## src/rtl/mem_access_pkg.sv

```systemverilog
// Shared load/store type codes, FSM state encoding and small decode helpers
// used by the load/store decoder and by data_mem_port.
package mem_access_pkg;

  // LoadType codes; 3 and 6 are unused and behave like LT_NONE.
  localparam logic [2:0] LT_LW   = 3'd0;
  localparam logic [2:0] LT_LBU  = 3'd1;
  localparam logic [2:0] LT_LB   = 3'd2;
  localparam logic [2:0] LT_LHU  = 3'd4;
  localparam logic [2:0] LT_LH   = 3'd5;
  localparam logic [2:0] LT_NONE = 3'd7;

  // StoreType codes.
  localparam logic [1:0] ST_SW   = 2'd0;
  localparam logic [1:0] ST_SB   = 2'd1;
  localparam logic [1:0] ST_SH   = 2'd2;
  localparam logic [1:0] ST_NONE = 2'd3;

  typedef enum logic [1:0] {
    StIdle = 2'd0,
    StReq  = 2'd1,
    StWait = 2'd2,
    StDone = 2'd3
  } state_e;

  function automatic logic lt_is_load(input logic [2:0] lt);
    return (lt == LT_LW) || (lt == LT_LBU) || (lt == LT_LB) ||
           (lt == LT_LHU) || (lt == LT_LH);
  endfunction

  function automatic logic lt_is_half(input logic [2:0] lt);
    return (lt == LT_LHU) || (lt == LT_LH);
  endfunction

  // Byte enables for a store; anything that is not SB/SH (loads included) is a full word.
  function automatic logic [3:0] store_be(input logic [1:0] st, input logic [1:0] lo);
    logic [3:0] be;
    case (st)
      ST_SB:   be = 4'b0001 << lo;
      ST_SH:   be = lo[1] ? 4'b1100 : 4'b0011;
      default: be = 4'b1111;
    endcase
    return be;
  endfunction

  // Replicate the narrow store value across every lane so the enables pick the right one.
  function automatic logic [31:0] store_data(input logic [1:0] st, input logic [31:0] wd);
    logic [31:0] d;
    case (st)
      ST_SB:   d = {4{wd[7:0]}};
      ST_SH:   d = {2{wd[15:0]}};
      default: d = wd;
    endcase
    return d;
  endfunction

endpackage

```

## src/rtl/load_extend.sv

```systemverilog
// Lane select and zero/sign extension of a memory read word, driven by LoadType.
// Purely combinational so a cache path can reuse it.
module load_extend
  import mem_access_pkg::*;
(
  input  logic [31:0] mem_rdata_i,
  input  logic [1:0]  addr_lo_i,
  input  logic [2:0]  load_type_i,
  output logic [31:0] result_o
);

  logic [7:0]  byte_lane;
  logic [15:0] half_lane;

  // Pick the addressed byte and halfword lanes.
  always_comb begin
    byte_lane = mem_rdata_i[7:0];
    unique case (addr_lo_i)
      2'd0: byte_lane = mem_rdata_i[7:0];
      2'd1: byte_lane = mem_rdata_i[15:8];
      2'd2: byte_lane = mem_rdata_i[23:16];
      2'd3: byte_lane = mem_rdata_i[31:24];
      default: byte_lane = mem_rdata_i[7:0];
    endcase
    half_lane = addr_lo_i[1] ? mem_rdata_i[31:16] : mem_rdata_i[15:0];
  end

  // Extend the selected lane; LW and unused codes pass the word through.
  always_comb begin
    case (load_type_i)
      LT_LB:   result_o = {{24{byte_lane[7]}}, byte_lane};
      LT_LBU:  result_o = {24'h0, byte_lane};
      LT_LH:   result_o = {{16{half_lane[15]}}, half_lane};
      LT_LHU:  result_o = {16'h0, half_lane};
      default: result_o = mem_rdata_i;
    endcase
  end

endmodule

```

## src/rtl/data_mem_port.sv

```systemverilog
// data_mem_port: turns a CPU load/store request into one word-aligned, byte-enabled
// bus transaction, waits for ack (or times out) and returns the extended load data.
// Optional build macro DATA_MEM_MISALIGN_TRAP_EN: trap misaligned half/word accesses
// without touching the bus and report them through `misaligned`.
module data_mem_port
  import mem_access_pkg::*;
#(
  parameter int unsigned ADDR_W         = 32,
  parameter int unsigned TIMEOUT_CYCLES = 16
) (
  input  logic              clk,
  input  logic              reset,
  input  logic              req_valid,
  input  logic [ADDR_W-1:0] addr,
  input  logic [31:0]       wdata,
  input  logic [2:0]        LoadType,
  input  logic [1:0]        StoreType,
  output logic              busy,
  output logic              done,
  output logic [31:0]       rdata,
  output logic              bus_err,
  output logic              misaligned,
  output logic              mem_req,
  output logic              mem_we,
  output logic [ADDR_W-1:0] mem_addr,
  output logic [3:0]        mem_be,
  output logic [31:0]       mem_wdata,
  input  logic [31:0]       mem_rdata,
  input  logic              mem_ack
);

  localparam int unsigned CntW = (TIMEOUT_CYCLES > 1) ? $clog2(TIMEOUT_CYCLES) : 1;
  localparam logic [CntW-1:0] CntMax = CntW'(TIMEOUT_CYCLES - 1);

  state_e            state_q;
  logic              busy_q, done_q, bus_err_q, misaligned_q;
  logic              mem_req_q, mem_we_q;
  logic [ADDR_W-1:0] mem_addr_q;
  logic [3:0]        mem_be_q;
  logic [31:0]       mem_wdata_q, rdata_q;
  logic [1:0]        addr_lo_q;
  logic [2:0]        lt_q;
  logic              is_load_q;
  logic [CntW-1:0]   cnt_q;

  logic              op_store, op_load, op_null, op_misaligned;
  logic [3:0]        op_be;
  logic [31:0]       op_wdata;
  logic [31:0]       ext_rdata;

  // Classify the incoming request; a store wins over a simultaneous load code.
  always_comb begin
    op_store      = (StoreType != ST_NONE);
    op_load       = !op_store && lt_is_load(LoadType);
    op_null       = !op_store && !op_load;
    op_be         = op_load ? 4'b1111 : store_be(StoreType, addr[1:0]);
    op_wdata      = store_data(StoreType, wdata);
    op_misaligned = 1'b0;
`ifdef DATA_MEM_MISALIGN_TRAP_EN
    if (op_store) begin
      op_misaligned = ((StoreType == ST_SH) && addr[0]) ||
                      ((StoreType == ST_SW) && (addr[1:0] != 2'b00));
    end else if (op_load) begin
      op_misaligned = (lt_is_half(LoadType) && addr[0]) ||
                      ((LoadType == LT_LW) && (addr[1:0] != 2'b00));
    end
`endif
  end

  load_extend u_load_extend (
    .mem_rdata_i (mem_rdata),
    .addr_lo_i   (addr_lo_q),
    .load_type_i (lt_q),
    .result_o    (ext_rdata)
  );

  // Request FSM with all outputs registered; done/bus_err/misaligned are single-cycle pulses.
  always_ff @(posedge clk) begin
    if (reset) begin
      state_q      <= StIdle;
      busy_q       <= 1'b0;
      done_q       <= 1'b0;
      bus_err_q    <= 1'b0;
      misaligned_q <= 1'b0;
      mem_req_q    <= 1'b0;
      mem_we_q     <= 1'b0;
      mem_addr_q   <= '0;
      mem_be_q     <= 4'b0000;
      mem_wdata_q  <= 32'h0;
      rdata_q      <= 32'h0;
      addr_lo_q    <= 2'b00;
      lt_q         <= LT_NONE;
      is_load_q    <= 1'b0;
      cnt_q        <= '0;
    end else begin
      done_q       <= 1'b0;
      bus_err_q    <= 1'b0;
      misaligned_q <= 1'b0;
      unique case (state_q)
        StIdle: begin
          if (req_valid) begin
            busy_q    <= 1'b1;
            addr_lo_q <= addr[1:0];
            lt_q      <= LoadType;
            is_load_q <= op_load;
            cnt_q     <= '0;
            if (op_null || op_misaligned) begin
              // No bus cycle; rdata keeps its previous value.
              state_q      <= StDone;
              done_q       <= 1'b1;
              misaligned_q <= op_misaligned;
            end else begin
              state_q     <= StReq;
              mem_req_q   <= 1'b1;
              mem_we_q    <= op_store;
              mem_addr_q  <= {addr[ADDR_W-1:2], 2'b00};
              mem_be_q    <= op_be;
              mem_wdata_q <= op_wdata;
            end
          end
        end
        StReq, StWait: begin
          if (mem_ack) begin
            // An ack already in the REQ cycle finishes the access just the same.
            state_q   <= StDone;
            done_q    <= 1'b1;
            mem_req_q <= 1'b0;
            mem_we_q  <= 1'b0;
            mem_be_q  <= 4'b0000;
            if (is_load_q) rdata_q <= ext_rdata;
          end else if ((state_q == StWait) && (cnt_q == CntMax)) begin
            state_q   <= StDone;
            done_q    <= 1'b1;
            bus_err_q <= 1'b1;
            mem_req_q <= 1'b0;
            mem_we_q  <= 1'b0;
            mem_be_q  <= 4'b0000;
            if (is_load_q) rdata_q <= 32'h0;
          end else begin
            state_q <= StWait;
            if (state_q == StWait) cnt_q <= cnt_q + 1'b1;
          end
        end
        StDone: begin
          // A request arriving now is dropped; the controller re-issues it.
          state_q <= StIdle;
          busy_q  <= 1'b0;
        end
        default: state_q <= StIdle;
      endcase
    end
  end

  assign busy       = busy_q;
  assign done       = done_q;
  assign rdata      = rdata_q;
  assign bus_err    = bus_err_q;
  assign misaligned = misaligned_q;
  assign mem_req    = mem_req_q;
  assign mem_we     = mem_we_q;
  assign mem_addr   = mem_addr_q;
  assign mem_be     = mem_be_q;
  assign mem_wdata  = mem_wdata_q;

endmodule

```

## config.mk

```make
export PLATFORM = sky130hd
export DESIGN_NAME = data_mem_port
export DESIGN_NICKNAME = d
export VERILOG_FILES = /design/src/rtl/mem_access_pkg.sv /design/src/rtl/load_extend.sv /design/src/rtl/data_mem_port.sv
export SDC_FILE = /design/constraint.sdc
export NUM_CORES = 1
export LEC_CHECK = 0
export ABC_CLOCK_PERIOD_IN_PS = 1720
export CORE_MARGIN = 3
export CORE_UTILIZATION = 35
export DETAILED_ROUTE_END_ITERATION = 10
export PLACE_DENSITY = 0.67
export SLEW_MARGIN = 10
export SYNTH_ARGS = -nofsm -noshare
export SYNTH_HDL_FRONTEND = slang
export SYNTH_SLANG_ARGS = --single-unit
export TNS_END_PERCENT = 50
```

## constraint.sdc

```tcl
create_clock -name clk -period 1.72 [get_ports clk]
set_clock_uncertainty 0.05 [all_clocks]
set_input_delay 0.258 -clock clk [delete_from_list [all_inputs] [get_ports clk]]
set_output_delay 0.258 -clock clk [all_outputs]
set_load 0.02 [all_outputs]
```

==> out/qor.csv <==
stage,metric,value,unit
global_routing,first-pass GRT wire length,28300,µm
global_routing,vias in the first global route,5833,
critical_path,reg-to-reg critical path endpoint,rdata[21],
pwr,Switching Fraction,33.1,%
floorplanning,Die W,128,µm
hold_path,WHS Path Cells,3,
critical_path,WP data arrival,2.04,ns
critical_path,WP data required,1.97,ns
place,hpwl dp,13500,µm
place,gpl congestion,0.870,
pwr,Power Density,1390,nW/µm²
pwr,clock group share of total power,32.8,%
clock_tree,Clock H-tree levels,4,
outcome,run status,"finished, violations left",
cells_and_area,synth-to-layout area growth,70.6,%
timing,Max transition margin,54.5,%
yosys,Post-Synth Simple-Gate Area,21.7,%
critical_path,Setup CP Type,reg2reg,
drt,DR pass1 iterations,5,
yosys,XOR/XNOR Fraction of Synth Area,0.335,%
timing,Fin. Hold Viols,0,
place,IO Port Bufs,207,
global_routing,Congestion Overflow GR,0,
cells_and_area,Layout fillers,1214,
floorplanning,core area,14600,µm²
clock_tree,# hold bufs at CTS,0,
critical_path,r2r setup slk,-0.07,ns
clock_tree,TritonCTS Buffers,17,
yosys,post-synth top area cell,dfxtp_1,
outcome,failing checks,setup timing,
critical_path,r2r startpoint,addr_lo_q[1],
drt,ANT nets after route,0,
timing,fin crit share,104,%
critical_path,Setup crit end,rdata[21],
drt,DR vias,5866,
clock_tree,CTS sink count,115,
floorplanning,row count,44,
pwr,Seq pwr share,27.6,%
yosys,Synth Flop Type,dfxtp_1,
yosys,fraction of synthesis flops using an asynchronous set or reset pin,0,%
critical_path,worst reg-to-reg path cell count,4,
timing,Period minus WS final,1.79,ns
yosys,Syn Area/Cell,8.06,µm²
pwr,VDD IR-drop max,0.000680,V
cells_and_area,Final Net Count,1017,
clock_tree,TritonCTS clock tree,done,
timing,Worst Max-Slew Pin Slew,0.678,ns
yosys,Yosys reg bits,115,
yosys,largest family of logic cells by synthesized area,simple AND/OR/NAND/NOR gates,
timing,final setup fails,24,
drt,final WL,18800,µm
global_routing,largest net degree at the start of global routing,49,
clock_tree,Worst-Skew Late Latency,0.41,ns
yosys,Mapped Area,5220,µm²
pwr,Pleak,3.81,nW
clock_tree,Max clock buf depth,2,
yosys,synth unique cells,43,
critical_path,CP startpoint,addr_lo_q[1],
pwr,cell internal pwr,8.25,mW
cells_and_area,area of the multi-input gates,2800,µm²
floorplanning,I/O pin count,211,
cells_and_area,share of post-route cells with drive strength above 1,16.5,%
drt,First DRT Iteration DRCs,416,
pwr,Tot Pwr,12.3,mW
yosys,Synthesis Warnings,0,
yosys,register area share after synthesis,44.1,%
hold_path,worst hold path class,in2reg,
yosys,number of synthesized flops with an enable pin,0,
yosys,mux share of post-synthesis cell area,4.24,%
drt,drc violations,0,
critical_path,worst-path fanout max,8,
clock_tree,Clk Tree Root Cell,clkbuf_16,
yosys,Mapped Cells,648,
place,Post-Place Worst Slack,-0.447,ns
timing,highest clock rate,0.560,GHz
drt,routed length per placed instance,17.1,µm
global_routing,initial antenna violation count,0,
floorplanning,Chip Height,128,µm
yosys,dominant cells by area after synthesis,"dfxtp_1 (44%), nand2_1 (10%), a21oi_1 (5.4%)",
timing,final worst slack,-0.0662,ns
global_routing,gr usage total,21.7,%
critical_path,critical path endpoint category,flip-flop,
yosys,Synth Area in Adders,3.45,%
cells_and_area,most frequent cells in the layout,"clkdlybuf4s50_1 (174), nand2_1 (144), dfxtp_1 (113)",
floorplanning,Initial Util,35.8,%
critical_path,Startpoint Class,flip-flop,
flow_run,number of max-cap violations,0,
timing,RSZ-0062 raised after global routing,true,
pwr,share of total power in combinational logic,39.6,%
cells_and_area,Seq. cell area,2300,µm²
cells_and_area,"commonest non-fill, non-tap cell in the layout",clkdlybuf4s50_1,
pwr,sw power,4.09,mW
yosys,Compound-Gate Fraction of Synth Area,21.2,%
clock_tree,"Reg clk slew, reported paths",0.05,ns
floorplanning,die area,16400,µm²
timing,fin. max-slew vios,0,
drt,routed vias/inst,5.33,
cells_and_area,# diodes,0,
timing,post-route setup TNS,-1.01,ns
yosys,area fraction of the dominant cell type after synthesis,44.1,%
[through the flow]
| stage | std cells | hold slack (ns) | cell area [µm²] | util, % |
|---|---|---|---|---|
| after floorplan | 650 | 0.284 | 5270 | - |
| after global placement | 1058 | 0.388 | 7910 | 54.2 |
| after detailed placement | 1058 | 0.395 | 7910 | 54.2 |
| after CTS | 1091 | 0.179 | 8620 | 59.1 |
| after global routing | 1101 | 0.236 | 8910 | 61.1 |
| final | 1101 | 0.218 | 8910 | 61.1 |
[sequential cells by signal, summed over array words and instances (netlist names)]
register / cells
addr_lo_q: 2
bus_err: 1
busy: 1
cnt_q: 4
done: 1
is_load_q: 1
lt_q: 3
mem_addr: 30
mem_be: 4
mem_req: 1
mem_wdata: 32
mem_we: 1
rdata: 32
state_q: 2
[layer usage]
metal / global-route usage [%] / routed length, µm / up-vias / share of wire, %
met5: 0 / 0 / - / 0
met4: 10.7 / 769 / 0 / 4.1
met3: 9.17 / 2210 / 70 / 12
met2: 36.1 / 8900 / 317 / 47
met1: 23.7 / 6920 / 2718 / 37
li1: - / - / 2761 / -
[cells in the mapped netlist (7+ instances only)]
cell type,instances
a211oi_1,27
a21oi_1,56
a22o_1,11
a22oi_1,8
buf_2,7
clkbuf_1,33
dfxtp_1,115
ha_1,8
inv_1,11
maj3_1,8
mux4_2,8
nand2_1,145
nor2_1,73
nor2b_1,7
nor3_1,26
o21ai_0,37
o21ai_2,10
o31ai_1,8
[logic make-up after synthesis]
logic type               count (synthesis)
AND/OR/NAND/NOR                        273
AO/OA/AOI/OAI                          170
flip-flops                             115
buffers and inverters                   59
adder cells (fa/ha/maj)                 16
multiplexers                            12
XOR/XNOR                                 2
other                                    1
[power groups by stage]
stage	Combinational [mW]	Sequential, mW	Clock (mW)
4_1_cts	4.52	3.41	4.10
2_1_floorplan	1.88	3.88	0
3_3_place_gp	4.34	3.43	0
3_5_place_dp	4.42	3.45	0
6_report	4.89	3.41	4.05
5_1_grt	5.28	3.46	4.22
[timing repair]
item                                   in CTS  in global routing
gates resized for setup                    11                 53
setup endpoints to repair                  37                120
pin swaps                                   5                  9
gates cloned                                1                  4
endpoints found under the hold margin       0                  0
setup buffers                               0                  6
[how the worst min path moves through the flow]
stage | from | end | slack (ns)
4_1_cts | reset | is_load_q | 0.18
2_1_floorplan | mem_ack | bus_err | 0.28
6_report | reset | is_load_q | 0.22
3_5_place_dp | rdata[23] | rdata[23] | 0.39
5_1_grt | reset | is_load_q | 0.24
3_3_place_gp | rdata[3] | rdata[3] | 0.39
[final cells by class]
class                           instances  share of cell area (%)
Timing Repair Buffer                  282                    32.1
Clock inverter                         12                    2.54
Sequential cell                       115                    25.9
Clock buffer                           20                    5.01
Multi-Input combinational cell        477                    31.4
Inverter                               11                   0.463
Tap cell                              184                    2.58
[worst max-delay path: stages, from the launching register on]
cell,delay [ns]
dfxtp_2,0.36
mux4_2,0.58
o311ai_4,0.35
a31o_4,0.24
o21ai_1,0.09
Power figures use the tool's default switching activity.
